### config.mk
export PLATFORM = sky130hd
export DESIGN_NAME = umi_regdev
export DESIGN_NICKNAME = d
export VERILOG_FILES = /design/src/rtl/umi_regdev.sv
export SDC_FILE = /design/constraint.sdc
export NUM_CORES = 1
export LEC_CHECK = 0
export ABC_CLOCK_PERIOD_IN_PS = 9900
export BUFFER_PORTS_ARGS = -buffer_cell sky130_fd_sc_hd__buf_4
export CORE_AREA = 2 2 216 218
export CTS_BUF_LIST = sky130_fd_sc_hd__clkbuf_2 sky130_fd_sc_hd__clkbuf_4 sky130_fd_sc_hd__clkbuf_8
export DETAILED_ROUTE_END_ITERATION = 12
export DIE_AREA = 0 0 218 220
export GPL_TIMING_DRIVEN = 1
export HOLD_SLACK_MARGIN = 0.1
export PLACE_DENSITY = 0.53
export SETUP_SLACK_MARGIN = 0.1
export SLEW_MARGIN = 20
export SYNTH_ARGS = -nofsm -noshare
export SYNTH_HDL_FRONTEND = slang
export SYNTH_SLANG_ARGS = --single-unit
export TNS_END_PERCENT = 5
### constraint.sdc
create_clock -name clk -period 9.9 [get_ports clk]
set_input_delay 1.485 -clock clk [delete_from_list [all_inputs] [get_ports clk]]
set_output_delay 1.485 -clock clk [all_outputs]
set_load 0.01 [all_outputs]
### src/rtl/umi_regdev.sv
// UMI request/response endpoint bridging to a simple register port.
//
// A UMI request of up to NREG register-width lanes is accepted in idle, split
// into one register access per lane, and answered with a single UMI response
// (reads and writes) or silently retired (posted writes). Requests that do not
// fit the register port get an error response without touching the registers.
//
// Ports:
//   clk, nreset              clock, asynchronous active-low reset
//   udev_req_*               UMI request channel (valid/ready)
//   udev_resp_*              UMI response channel (valid/ready)
//   reg_valid/write/addr/    register request (valid/ready)
//   wdata/prot/ready
//   reg_rvalid/rdata/err     register read return; reg_err also qualifies writes
module umi_regdev #(
  parameter int unsigned RW        = 32,
  parameter int unsigned RAW       = 32,
  parameter int unsigned GRPOFFSET = 24,
  parameter int unsigned GRPAW     = 0,
  parameter int unsigned GRPID     = 0,
  parameter int unsigned CW        = 32,
  parameter int unsigned AW        = 64,
  parameter int unsigned DW        = 64
) (
  input  logic           clk,
  input  logic           nreset,
  // UMI request
  input  logic           udev_req_valid,
  input  logic [CW-1:0]  udev_req_cmd,
  input  logic [AW-1:0]  udev_req_dstaddr,
  input  logic [AW-1:0]  udev_req_srcaddr,
  input  logic [DW-1:0]  udev_req_data,
  output logic           udev_req_ready,
  // UMI response
  output logic           udev_resp_valid,
  output logic [CW-1:0]  udev_resp_cmd,
  output logic [AW-1:0]  udev_resp_dstaddr,
  output logic [AW-1:0]  udev_resp_srcaddr,
  output logic [DW-1:0]  udev_resp_data,
  input  logic           udev_resp_ready,
  // Register port
  output logic           reg_valid,
  output logic           reg_write,
  output logic [RAW-1:0] reg_addr,
  output logic [RW-1:0]  reg_wdata,
  output logic [1:0]     reg_prot,
  input  logic           reg_ready,
  input  logic           reg_rvalid,
  input  logic [RW-1:0]  reg_rdata,
  input  logic [1:0]     reg_err
);

  localparam int unsigned NREG = DW / RW;
  localparam int unsigned BW   = (NREG > 1) ? $clog2(NREG) : 1;

  localparam logic [4:0] OpReqRead   = 5'h01;
  localparam logic [4:0] OpReqWrite  = 5'h03;
  localparam logic [4:0] OpReqPosted = 5'h05;
  localparam logic [4:0] OpRespRead  = 5'h02;
  localparam logic [4:0] OpRespWrite = 5'h04;

  typedef enum logic [1:0] {StIdle, StAcc, StRdWait, StResp} state_e;

  state_e          state_q, state_d;
  logic            init_q;
  logic [BW-1:0]   beat_q, beat_d;
  logic [1:0]      err_q, err_d;
  logic [CW-1:0]   cmd_q;
  logic [AW-1:0]   dst_q, src_q;
  logic [DW-1:0]   data_q;
  logic [DW-1:0]   rdata_q, rdata_d;

  logic            accept;
  logic [4:0]      opcode;
  logic [2:0]      size;
  logic [7:0]      len;
  logic            is_read, is_write, is_posted;
  logic            size_ok, len_ok, grp_ok, legal, last_beat;
  logic [RW-1:0]   lane_wdata;

  assign accept    = udev_req_valid & udev_req_ready;
  assign opcode    = cmd_q[4:0];
  assign size      = cmd_q[7:5];
  assign len       = cmd_q[15:8];
  assign is_read   = (opcode == OpReqRead);
  assign is_write  = (opcode == OpReqWrite);
  assign is_posted = (opcode == OpReqPosted);
  assign size_ok   = ((32'd8 << size) == RW);
  assign len_ok    = (32'(len) < NREG);
  assign legal     = (is_read | is_write | is_posted) & grp_ok & size_ok & len_ok;
  assign last_beat = (32'(beat_q) == 32'(len));

  if (GRPAW == 0) begin : g_nogrp
    assign grp_ok = 1'b1;
  end else begin : g_grp
    assign grp_ok = (dst_q[GRPOFFSET +: GRPAW] == GRPAW'(GRPID));
  end

  always_comb begin
    lane_wdata = '0;
    for (int unsigned i = 0; i < NREG; i++) begin
      if (32'(beat_q) == i) lane_wdata = data_q[i*RW +: RW];
    end
  end

  always_comb begin
    state_d = state_q;
    beat_d  = beat_q;
    err_d   = err_q;
    rdata_d = rdata_q;
    unique case (state_q)
      StIdle: begin
        if (accept) begin
          state_d = StAcc;
          beat_d  = '0;
          err_d   = '0;
          rdata_d = '0;
        end
      end
      StAcc: begin
        if (!legal) begin
          // Only reads and writes expect an answer; everything else is dropped.
          if (is_read || is_write) begin
            state_d = StResp;
            err_d   = 2'b10;
          end else begin
            state_d = StIdle;
          end
        end else if (reg_ready) begin
          if (is_read) begin
            state_d = StRdWait;
          end else begin
            err_d  = err_q | reg_err;
            beat_d = beat_q + BW'(1);
            if (last_beat) state_d = is_posted ? StIdle : StResp;
          end
        end
      end
      StRdWait: begin
        if (reg_rvalid) begin
          for (int unsigned i = 0; i < NREG; i++) begin
            if (32'(beat_q) == i) rdata_d[i*RW +: RW] = reg_rdata;
          end
          err_d   = err_q | reg_err;
          beat_d  = beat_q + BW'(1);
          state_d = last_beat ? StResp : StAcc;
        end
      end
      StResp: begin
        if (udev_resp_ready) state_d = StIdle;
      end
      default: state_d = StIdle;
    endcase
  end

  always_ff @(posedge clk or negedge nreset) begin
    if (!nreset) begin
      state_q <= StIdle;
      init_q  <= 1'b0;
      beat_q  <= '0;
      err_q   <= '0;
    end else begin
      state_q <= state_d;
      // Holds ready low until the first edge after reset release.
      init_q  <= 1'b1;
      beat_q  <= beat_d;
      err_q   <= err_d;
    end
  end

  // Request and response payload carry no reset; state alone gates their use.
  always_ff @(posedge clk) begin
    if (accept) begin
      cmd_q  <= udev_req_cmd;
      dst_q  <= udev_req_dstaddr;
      src_q  <= udev_req_srcaddr;
      data_q <= udev_req_data;
    end
    rdata_q <= rdata_d;
  end

  assign udev_req_ready = init_q & (state_q == StIdle);

  assign reg_valid = (state_q == StAcc) & legal;
  assign reg_write = reg_valid & ~is_read;
  assign reg_addr  = dst_q[RAW-1:0] + RAW'(32'(beat_q) * (RW / 8));
  assign reg_wdata = lane_wdata;
  assign reg_prot  = cmd_q[21:20];

  assign udev_resp_valid   = (state_q == StResp);
  assign udev_resp_dstaddr = src_q;
  assign udev_resp_srcaddr = dst_q;
  // Cleared on accept and only filled by read returns, so writes answer zero.
  assign udev_resp_data    = rdata_q;

  always_comb begin
    udev_resp_cmd        = cmd_q;
    udev_resp_cmd[4:0]   = is_read ? OpRespRead : OpRespWrite;
    udev_resp_cmd[26:25] = err_q;
  end

endmodule

==> flow_summary.toml, run 1 <==
[setup_path]
path_cells = "ha_1 -> ha_1 -> nand2_1 -> nor4_1 -> nand4_1 -> nor3_1 -> xor2_1 -> buf_4"
path_class = "reg -> out"
worstPathMaxFanout = 5
cpPeakStageDelay_ps = 760
end_kind = "primary output"
cp_common_cell = "ha_1"
start_kind = "register"
crit_family = "simple AND/OR/NAND/NOR gates"
critPathBufInv = 1
crit_slowest_cell = "nor4_1"
crit_arrival_ps = 3470
worstPathRequired_ps = 8420

[clocking]
clk_pin_slew_ps = 60
cts_root_buffer = "clkbuf_8"
cts_made_buffers = 50
cts_tree = "yes"
clock_path_buffers = 3
cts_resized = 0
htreeDepth = 2
postCtsSetupRepairBufs = 0
clk_latency_ps = 600
cts_sinks = 292
cts_hold_buf = 0

[final_layout]
drive_above_1_share = 0.585
n_antenna_cell = 0
num-fill-cells = 4494
nets = 1388
instances_no_fill = 1755
area_delta_synth_final_pct = 53.7

[synthesis]
syn_area_um2 = 10600
yosysTopAreaCellShare = 0.811
yosysWarnings = 0
postSynth.asyncResetShare = 0.0205
synthesis.instances = 548
synth_edf_count = 286
synth_seq_cells = 292
yosysUniqueCellTypes = 43
synth_area_leaders = "edfxtp_1 81%, mux2_2 3.5%, buf_4 2.3%"
synthFlopType = "edfxtp_1"
yosysMostFrequentCell = "edfxtp_1"
synth.avg_cell_area_um2 = 19.3
synthTopCellsByCount = "286 x edfxtp_1, 34 x and2_1, 33 x buf_4, 33 x mux2_2, 19 x xnor2_1"
synth_top_area_cell = "edfxtp_1"
yosysSeqAreaShare = 0.825

[routing]
vias = 6920
drc_errors = 0
wl_per_cell_um = 17.6
ant_nets = 0
routed_wl_um = 30800
dr.first_iter.drc_count = 267
vias_per_cell = 3.94
drtPass1Iterations = 6

[pwr]
p_seq_frac = 0.468
switching_share = 0.274
power_mw = 3.58
powerDensity_nw_per_um2 = 220
p_int_mw = 2.60
netSwitchingPower_mw = 0.981
clock_power_share = 0.292
p_comb_frac = 0.240
p_leak_nw = 6.55
peakVddDrop_uv = 116

[sta]
layout_min_cycle_time_ps = 4950
hold_viol = 0
rsz0062_at_grt = "no"
worstMarginPinSlew_ps = 988
tns_ps = 0
setup_viol = 0
max-slew-margin-rel = 0.342
clock_skew_ps = 30.6
timing.final.crit_share = 0.500
fmax_mhz = 202
maxSlewViolCount = 0

[place]
dpl.hpwl_um = 23200
dp.cells = 1670
port_buffers = 552
place.gp.congestion = 0.871

[outcome]
status = "completed"

[global_routing]
grt.overflow.total = 0
groute.usage.overall = 0.121
grt_pass1_vias = 7094
antenna_found_initial = 2
grt_max_degree = 159
grt_pass1_wl_um = 42600

[floorplan]
start_util = 0.231
dieWidth_um = 218
die_h_um = 220
coreArea_um2 = 45900
die-area_um2 = 48000
io-pin-count = 558
rows = 79

[job]
cap_violations = 0

[worst_hold_path]
hold_path_class = "reg -> reg"
## layer usage
layer / vias up / track usage / wire length [um]
met1: 3277 / 0.130 / 11200
met5: - / 0 / 27
met3: 64 / 0.0563 / 3450
li1: 3198 / - / -
met4: 4 / 0.0508 / 960
met2: 377 / 0.204 / 15200
## stage by stage
step	setup WS [ps]	cell area, um2	utilization	hold slack [ps]
after CTS	4840	16200	0.354	550
after floorplan	2690	10600	-	556
after global routing	4620	16300	0.355	567
final	4950	16300	0.355	546
after global placement	5600	15300	0.333	528
after detailed placement	5550	15300	0.333	537
## cells by family (layout without fill, tap and decap cells)
| kind of cell | after synthesis | count (layout) | synth area share |
|---|---|---|---|
| multiplexers | 34 | 34 | 0.0365 |
| AO/OA/AOI/OAI | 20 | 20 | 0.0138 |
| AND/OR/NAND/NOR | 112 | 112 | 0.0612 |
| buffers and inverters | 51 | 649 | 0.0299 |
| flip-flops | 292 | 292 | 0.825 |
| XOR/XNOR | 30 | 30 | 0.0248 |
| adder cells (fa/ha/maj) | 7 | 7 | 0.00827 |
| other | 2 | 4 | 0.000709 |
## layout make-up
type                       count  area, um2  share of cell area
clock buffer                  64        800              0.0491
clock inverter                19        140             0.00861
inverter                       9       33.8             0.00208
multi-input combinational    207       1570              0.0967
sequential                   292       8740               0.537
tap                          607        759              0.0466
timing repair buffer         557       4230               0.260
## final timing paths
path	start	to	slack (ps)	depth (start not counted)
worst min-delay path	err_q[1]	err_q[1]	550	1
worst min register to register	err_q[1]	err_q[1]	550	1
min in group asynchronous	nreset	err_q[1]	710	1
max in group asynchronous	nreset	beat_q	9060	1
worst max register to register	state_q[0]	cmd_q[14]	7100	4
worst max-delay path	udev_resp_srcaddr[2]	reg_addr[28]	4950	8
## cell usage in the layout (no fill, tap or decap), types with 2 or more instances in the layout
cell         n
buf_4      554
edfxtp_1   286
clkbuf_8    51
and2_1      34
mux2_2      33
xnor2_1     19
nand2_1     16
nor2_1      14
clkbuf_4    13
nand3_1     11
xor2_1      11
clkinv_1    11
inv_1        9
nand4_1      7
ha_1         7
nor3_1       6
nand2b_1     5
dfrtp_1      5
and3_1       4
conb_1       4
clkinv_2     4
nor4_1       3
or4_1        3
o31ai_1      3
a21oi_4      2
a21oi_1      2
o21ai_0      2
a41oi_1      2
bufinv_16    2
buf_16       2
## flip-flops by register name (all words and copies together) (netlist names)
signal / flops
beat_q: 1
cmd_q: 30
data_q: 64
err_q: 2
init_q: 1
state_q: 2
udev_resp_data: 64
udev_resp_dstaddr: 64
udev_resp_srcaddr: 64
## worst register-to-register path: stages, from the launching register on
cell and delay, ps:
dfrtp_1 410, inv_1 140, ha_1 220, and3_4 750
buf_12 610
## power by group through the flow
stage	clock, mW	sequential [mW]	combinational, mW
3_5_place_dp	0	1.71	0.851
2_1_floorplan	0	1.79	0.288
6_report	1.05	1.68	0.861
4_1_cts	1.09	1.68	0.854
5_1_grt	1.14	1.69	0.929
3_3_place_gp	0	1.70	0.851
Power figures use the tool's default switching activity.
==> inputs of run 2 (changes only) <==
--- a/config.mk
+++ b/config.mk
@@ -5,7 +5,7 @@
 export SDC_FILE = /design/constraint.sdc
 export NUM_CORES = 1
 export LEC_CHECK = 0
-export ABC_CLOCK_PERIOD_IN_PS = 9900
+export ABC_CLOCK_PERIOD_IN_PS = 4600
 export BUFFER_PORTS_ARGS = -buffer_cell sky130_fd_sc_hd__buf_4
 export CORE_AREA = 2 2 216 218
 export CTS_BUF_LIST = sky130_fd_sc_hd__clkbuf_2 sky130_fd_sc_hd__clkbuf_4 sky130_fd_sc_hd__clkbuf_8
==> constraint.sdc (replaced) <==
create_clock -name clk -period 4.6 [get_ports clk]
set_input_delay 0.69 -clock clk [delete_from_list [all_inputs] [get_ports clk]]
set_output_delay 0.69 -clock clk [all_outputs]
set_load 0.01 [all_outputs]
==> run 2 against run 1 <==
Net effect: flip-flop and latch count unchanged; clock-buffer cell count decreased by 5; critical path depth increased by 1; routed wire length increased by 0.43%; clock skew decreased by 9.1 ps; clock power increased by 110%; core utilization increased by 0.057 points; critical endpoint unchanged.
==> flow_summary.toml, run 2 (synthesis gave the netlist of run 1 again) <==
[outcome]
status = "completed"

[routing]
drc_errors = 0
dr.first_iter.drc_count = 353
vias = 6890
wl_per_cell_um = 17.6
routed_wl_um = 31000
ant_nets = 0
drtPass1Iterations = 4
vias_per_cell = 3.91

[place]
place.gp.congestion = 0.839
dp.cells = 1675
port_buffers = 552
dpl.hpwl_um = 23500

[setup_path]
crit_family = "simple AND/OR/NAND/NOR gates"
crit_arrival_ps = 2990
path_class = "reg -> out"
worstPathRequired_ps = 3910
reg2reg_slack_ps = 1800
critPathBufInv = 2
start_kind = "register"
end_kind = "primary output"
worstPathMaxFanout = 5
cpPeakStageDelay_ps = 430
crit_slowest_cell = "edfxtp_1"
path_cells = "ha_1 -> ha_1 -> nand2_1 -> nor4_1 -> buf_4 -> nand4_1 -> nor3_1 -> xor2_1 -> buf_4"

[global_routing]
grt_max_degree = 68
groute.usage.overall = 0.122
met3_usage = 0.0607
grt_pass1_vias = 7137
antenna_found_initial = 3
use_met2 = 0.207
grt.overflow.total = 0
grt_pass1_wl_um = 43300
use_met1 = 0.132
grt.busiest_layer = "met2"

[clocking]
cts_made_buffers = 50
postCtsSetupRepairBufs = 0
clk_pin_slew_ps = 60
clock_path_buffers = 3
cts_root_buffer = "clkbuf_8"
cts_sinks = 292
cts_tree = "yes"
clk_latency_ps = 600
htreeDepth = 2

[sta]
maxSlewViolCount = 0
timing.final.crit_share = 0.800
rsz0062_at_grt = "no"
fmax_mhz = 272
tns_ps = 0
layout_min_cycle_time_ps = 3680
hold_viol = 0
worstMarginPinSlew_ps = 758
max-slew-margin-rel = 0.494
setup_viol = 0
clock_skew_ps = 21.5

[worst_hold_path]
hold_path_class = "in -> reg"

[final_layout]
multiInputGateArea_um2 = 1570
num-fill-cells = 4526
drive_above_1_share = 0.586
seqCellArea_um2 = 8740
area_delta_synth_final_pct = 53.9
layout_commonest_cell = "buf_4"
nets = 1393
layout_common_cells = "558 x buf_4, 286 x edfxtp_1, 51 x clkbuf_8, 34 x and2_1, 33 x mux2_2"
instances_no_fill = 1760

[floorplan]
io-pin-count = 558
start_util = 0.231
die_h_um = 220
rows = 79
die-area_um2 = 48000
dieWidth_um = 218
coreArea_um2 = 45900

[job]
cap_violations = 0

[pwr]
p_leak_nw = 6.56
netSwitchingPower_mw = 2.13
clock_power_share = 0.293
p_seq_frac = 0.469
switching_share = 0.277
p_int_mw = 5.56
peakVddDrop_uv = 292
p_comb_frac = 0.238
powerDensity_nw_per_um2 = 471
-- run 2: final cells by class --
cell class / instances / share of cell area
repair buffers: 562 / 0.262
clock buffers: 59 / 0.0467
diodes: 1 / 0.000153
clock inverters: 23 / 0.0104
well taps: 607 / 0.0466
inverters: 9 / 0.00207
multi-input cells: 207 / 0.0965
flip-flops and latches: 292 / 0.536
-- run 2: power by group through the flow --
| stage | Combinational (mW) | Clock (mW) | Sequential, mW |
|---|---|---|---|
| floorplan | 0.621 | 0 | 3.82 |
| global placement | 1.84 | 0 | 3.66 |
| detailed placement | 1.84 | 0 | 3.67 |
| CTS | 1.85 | 2.35 | 3.62 |
| global route | 1.98 | 2.45 | 3.65 |
| finish | 1.83 | 2.25 | 3.60 |
-- run 2: timing repair --
item                      CTS  global route
hold endpoints to repair    6             0
gates resized for setup     0             0
hold buffers                1             0
-- run 2: per-layer routing --
metal,up-vias,part of all wire
met5,-,0.0012
met4,6,0.024
met3,59,0.12
met2,362,0.49
met1,3257,0.36
li1,3206,-
-- run 2: worst paths after layout --
check	start	to	cells past startpoint
max	udev_resp_srcaddr[2]	reg_addr[28]	9
min	udev_req_dstaddr[16]	udev_resp_srcaddr[16]	1
max reg2reg	state_q[0]	udev_resp_data[10]	6
min reg2reg	err_q[1]	err_q[1]	1
max in group asynchronous	nreset	beat_q	2
min in group asynchronous	nreset	err_q[0]	2
-- run 2: through the flow --
step / total power [mW] / utilization / cell area (um2) / setup slack [ps] / hold WS, ps
2_1_floorplan: 4.44 / - / 10600 / 732 / 394
3_3_place_gp: 5.49 / 0.334 / 15300 / 1460 / 508
3_5_place_dp: 5.50 / 0.334 / 15300 / 1470 / 507
4_1_cts: 7.81 / 0.355 / 16300 / 786 / 186
5_1_grt: 8.07 / 0.355 / 16300 / 652 / 193
6_report: 7.68 / 0.356 / 16300 / 919 / 267
-- run 2: worst register-to-register path, cell delays in order (launching register included) --
cell,delay [ps]
dfrtp_1,410
inv_1,140
ha_1,480
buf_4,340
nand2_1,130
a21oi_4,630
buf_4,360
==> inputs of run 3 (changes only) <==
--- a/config.mk
+++ b/config.mk
@@ -5,7 +5,7 @@
 export SDC_FILE = /design/constraint.sdc
 export NUM_CORES = 1
 export LEC_CHECK = 0
-export ABC_CLOCK_PERIOD_IN_PS = 4600
+export ABC_CLOCK_PERIOD_IN_PS = 3400
 export BUFFER_PORTS_ARGS = -buffer_cell sky130_fd_sc_hd__buf_4
 export CORE_AREA = 2 2 216 218
 export CTS_BUF_LIST = sky130_fd_sc_hd__clkbuf_2 sky130_fd_sc_hd__clkbuf_4 sky130_fd_sc_hd__clkbuf_8
==> constraint.sdc (replaced) <==
create_clock -name clk -period 3.4 [get_ports clk]
set_input_delay 0.51 -clock clk [delete_from_list [all_inputs] [get_ports clk]]
set_output_delay 0.51 -clock clk [all_outputs]
set_load 0.01 [all_outputs]
==> run 3 against run 2 <==
Net effect: flip-flop and latch count stayed put; highest routed layer unchanged; hold slack worse by 36 ps; critical path type unchanged; die area unchanged; worst setup slack got worse by 630 ps; total power grew 41%; largest cell class unchanged; first-iteration DRC count is 5.7% lower; final area rose by 15%.
==> flow_summary.toml, run 3 (synthesis gave the netlist of run 1 again) <==
[routing]
routed_wl_um = 34700
ant_nets = 0
vias_per_cell = 3.94
drtPass1Iterations = 4
wl_per_cell_um = 17.4
vias = 7858
dr.first_iter.drc_count = 333
drc_errors = 0

[sta]
layout_min_cycle_time_ps = 3110
max-slew-margin-rel = 0.557
fmax_mhz = 321
maxSlewViolCount = 0
rsz0062_at_grt = "yes"
worstMarginPinSlew_ps = 658
timing.final.crit_share = 0.915
hold_viol = 0
tns_ps = 0
setup_viol = 0
clock_skew_ps = 34.0
whs_ps = 230

[floorplan]
dieWidth_um = 218
start_util = 0.231
die_h_um = 220
coreArea_um2 = 45900
die-area_um2 = 48000
rows = 79
io-pin-count = 558

[setup_path]
end_kind = "primary output"
path_class = "reg -> out"
critPathBufInv = 1
worstPathMaxFanout = 7
cpPeakStageDelay_ps = 570
path_cells = "or4_1 -> or4_4 -> nor4b_4 -> buf_4"
reg2reg_slack_ps = 800
crit_family = "simple AND/OR/NAND/NOR gates"
crit_arrival_ps = 2600
start_kind = "register"
crit_slowest_cell = "or4_1"
worstPathRequired_ps = 2890

[place]
postPlaceCellArea_um2 = 15400
place.gp.congestion = 0.814
port_buffers = 552
dp.cells = 1679
dpl.hpwl_um = 24700

[clocking]
cts_sinks = 292
htreeDepth = 2
cts_made_buffers = 50
clk_pin_slew_ps = 60
cts_root_buffer = "clkbuf_8"
clk_latency_ps = 600
clock_path_buffers = 3
cts_tree = "yes"

[final_layout]
num-fill-cells = 4232
layout_commonest_cell = "buf_4"
area_delta_synth_final_pct = 76.4
n_antenna_cell = 0
nets = 1621
design_area_um2 = 18700
layout_common_cells = "565 x buf_4, 286 x edfxtp_1, 223 x dlygate4sd3_1, 51 x clkbuf_8, 34 x and2_1"
drive_above_1_share = 0.501
instances_no_fill = 1996

[global_routing]
antenna_found_initial = 2
grt_max_degree = 97
groute.usage.overall = 0.138
grt_pass1_vias = 8351
grt_pass1_wl_um = 50000
grt.overflow.total = 0

[pwr]
p_leak_nw = 7.57
power_mw = 10.9
powerDensity_nw_per_um2 = 581
peakVddDrop_uv = 416

[outcome]
status = "completed"

[worst_hold_path]
hold_path_class = "in -> reg"

[job]
cap_violations = 0
==> run 3: final timing paths <==
path | from | endpoint | cells past startpoint
worst max-delay path | cmd_q[12] | reg_write | 4
worst min-delay path | reg_rdata[3] | udev_resp_data[3] | 2
worst max register to register | cmd_q[12] | err_q[1] | 5
worst min register to register | err_q[1] | err_q[1] | 1
max in group asynchronous | nreset | beat_q | 2
min in group asynchronous | nreset | state_q[1] | 2
==> run 3: per-stage QoR <==
step | worst slack (ps) | util
6_report | 289 | 0.407
5_1_grt | 76.6 | 0.407
4_1_cts | 65.5 | 0.407
3_5_place_dp | 492 | 0.335
3_3_place_gp | 462 | 0.335
2_1_floorplan | 315 | -
==> run 3: area by class of cell <==
| class | count | area, um2 | area share |
|---|---|---|---|
| Sequential cell | 292 | 8740 | 0.468 |
| Clock inverter | 21 | 174 | 0.00931 |
| Inverter | 9 | 33.8 | 0.00181 |
| Timing Repair Buffer | 790 | 6510 | 0.349 |
| Multi-Input combinational cell | 207 | 1620 | 0.0867 |
| Clock buffer | 70 | 845 | 0.0452 |
| Tap cell | 607 | 759 | 0.0406 |
==> run 3: per-layer routing <==
metal | up-vias | global-route usage | part of all wire
li1 | 3661 | - | -
met1 | 3745 | 0.153 | 0.37
met2 | 387 | 0.239 | 0.51
met3 | 61 | 0.0522 | 0.090
met4 | 4 | 0.0546 | 0.032
met5 | - | 0 | 0.00081
==> run 3: timing repair <==
item / CTS / global route
setup endpoints to repair: 6 / 9
buffers inserted: 2 / 1
pin swaps: 0 / 1
hold endpoints to repair: 228 / 0
resized for setup: 5 / 3
cloned: 0 / 0
hold buffers: 223 / 0
==> run 3: report_power, final <==
group,leakage (nW),switching (mW),internal (mW)
clock network,0.542,1.42,1.83
logic,4.29,1.35,1.37
registers,2.74,0.217,4.67
total,7.57,2.99,7.87
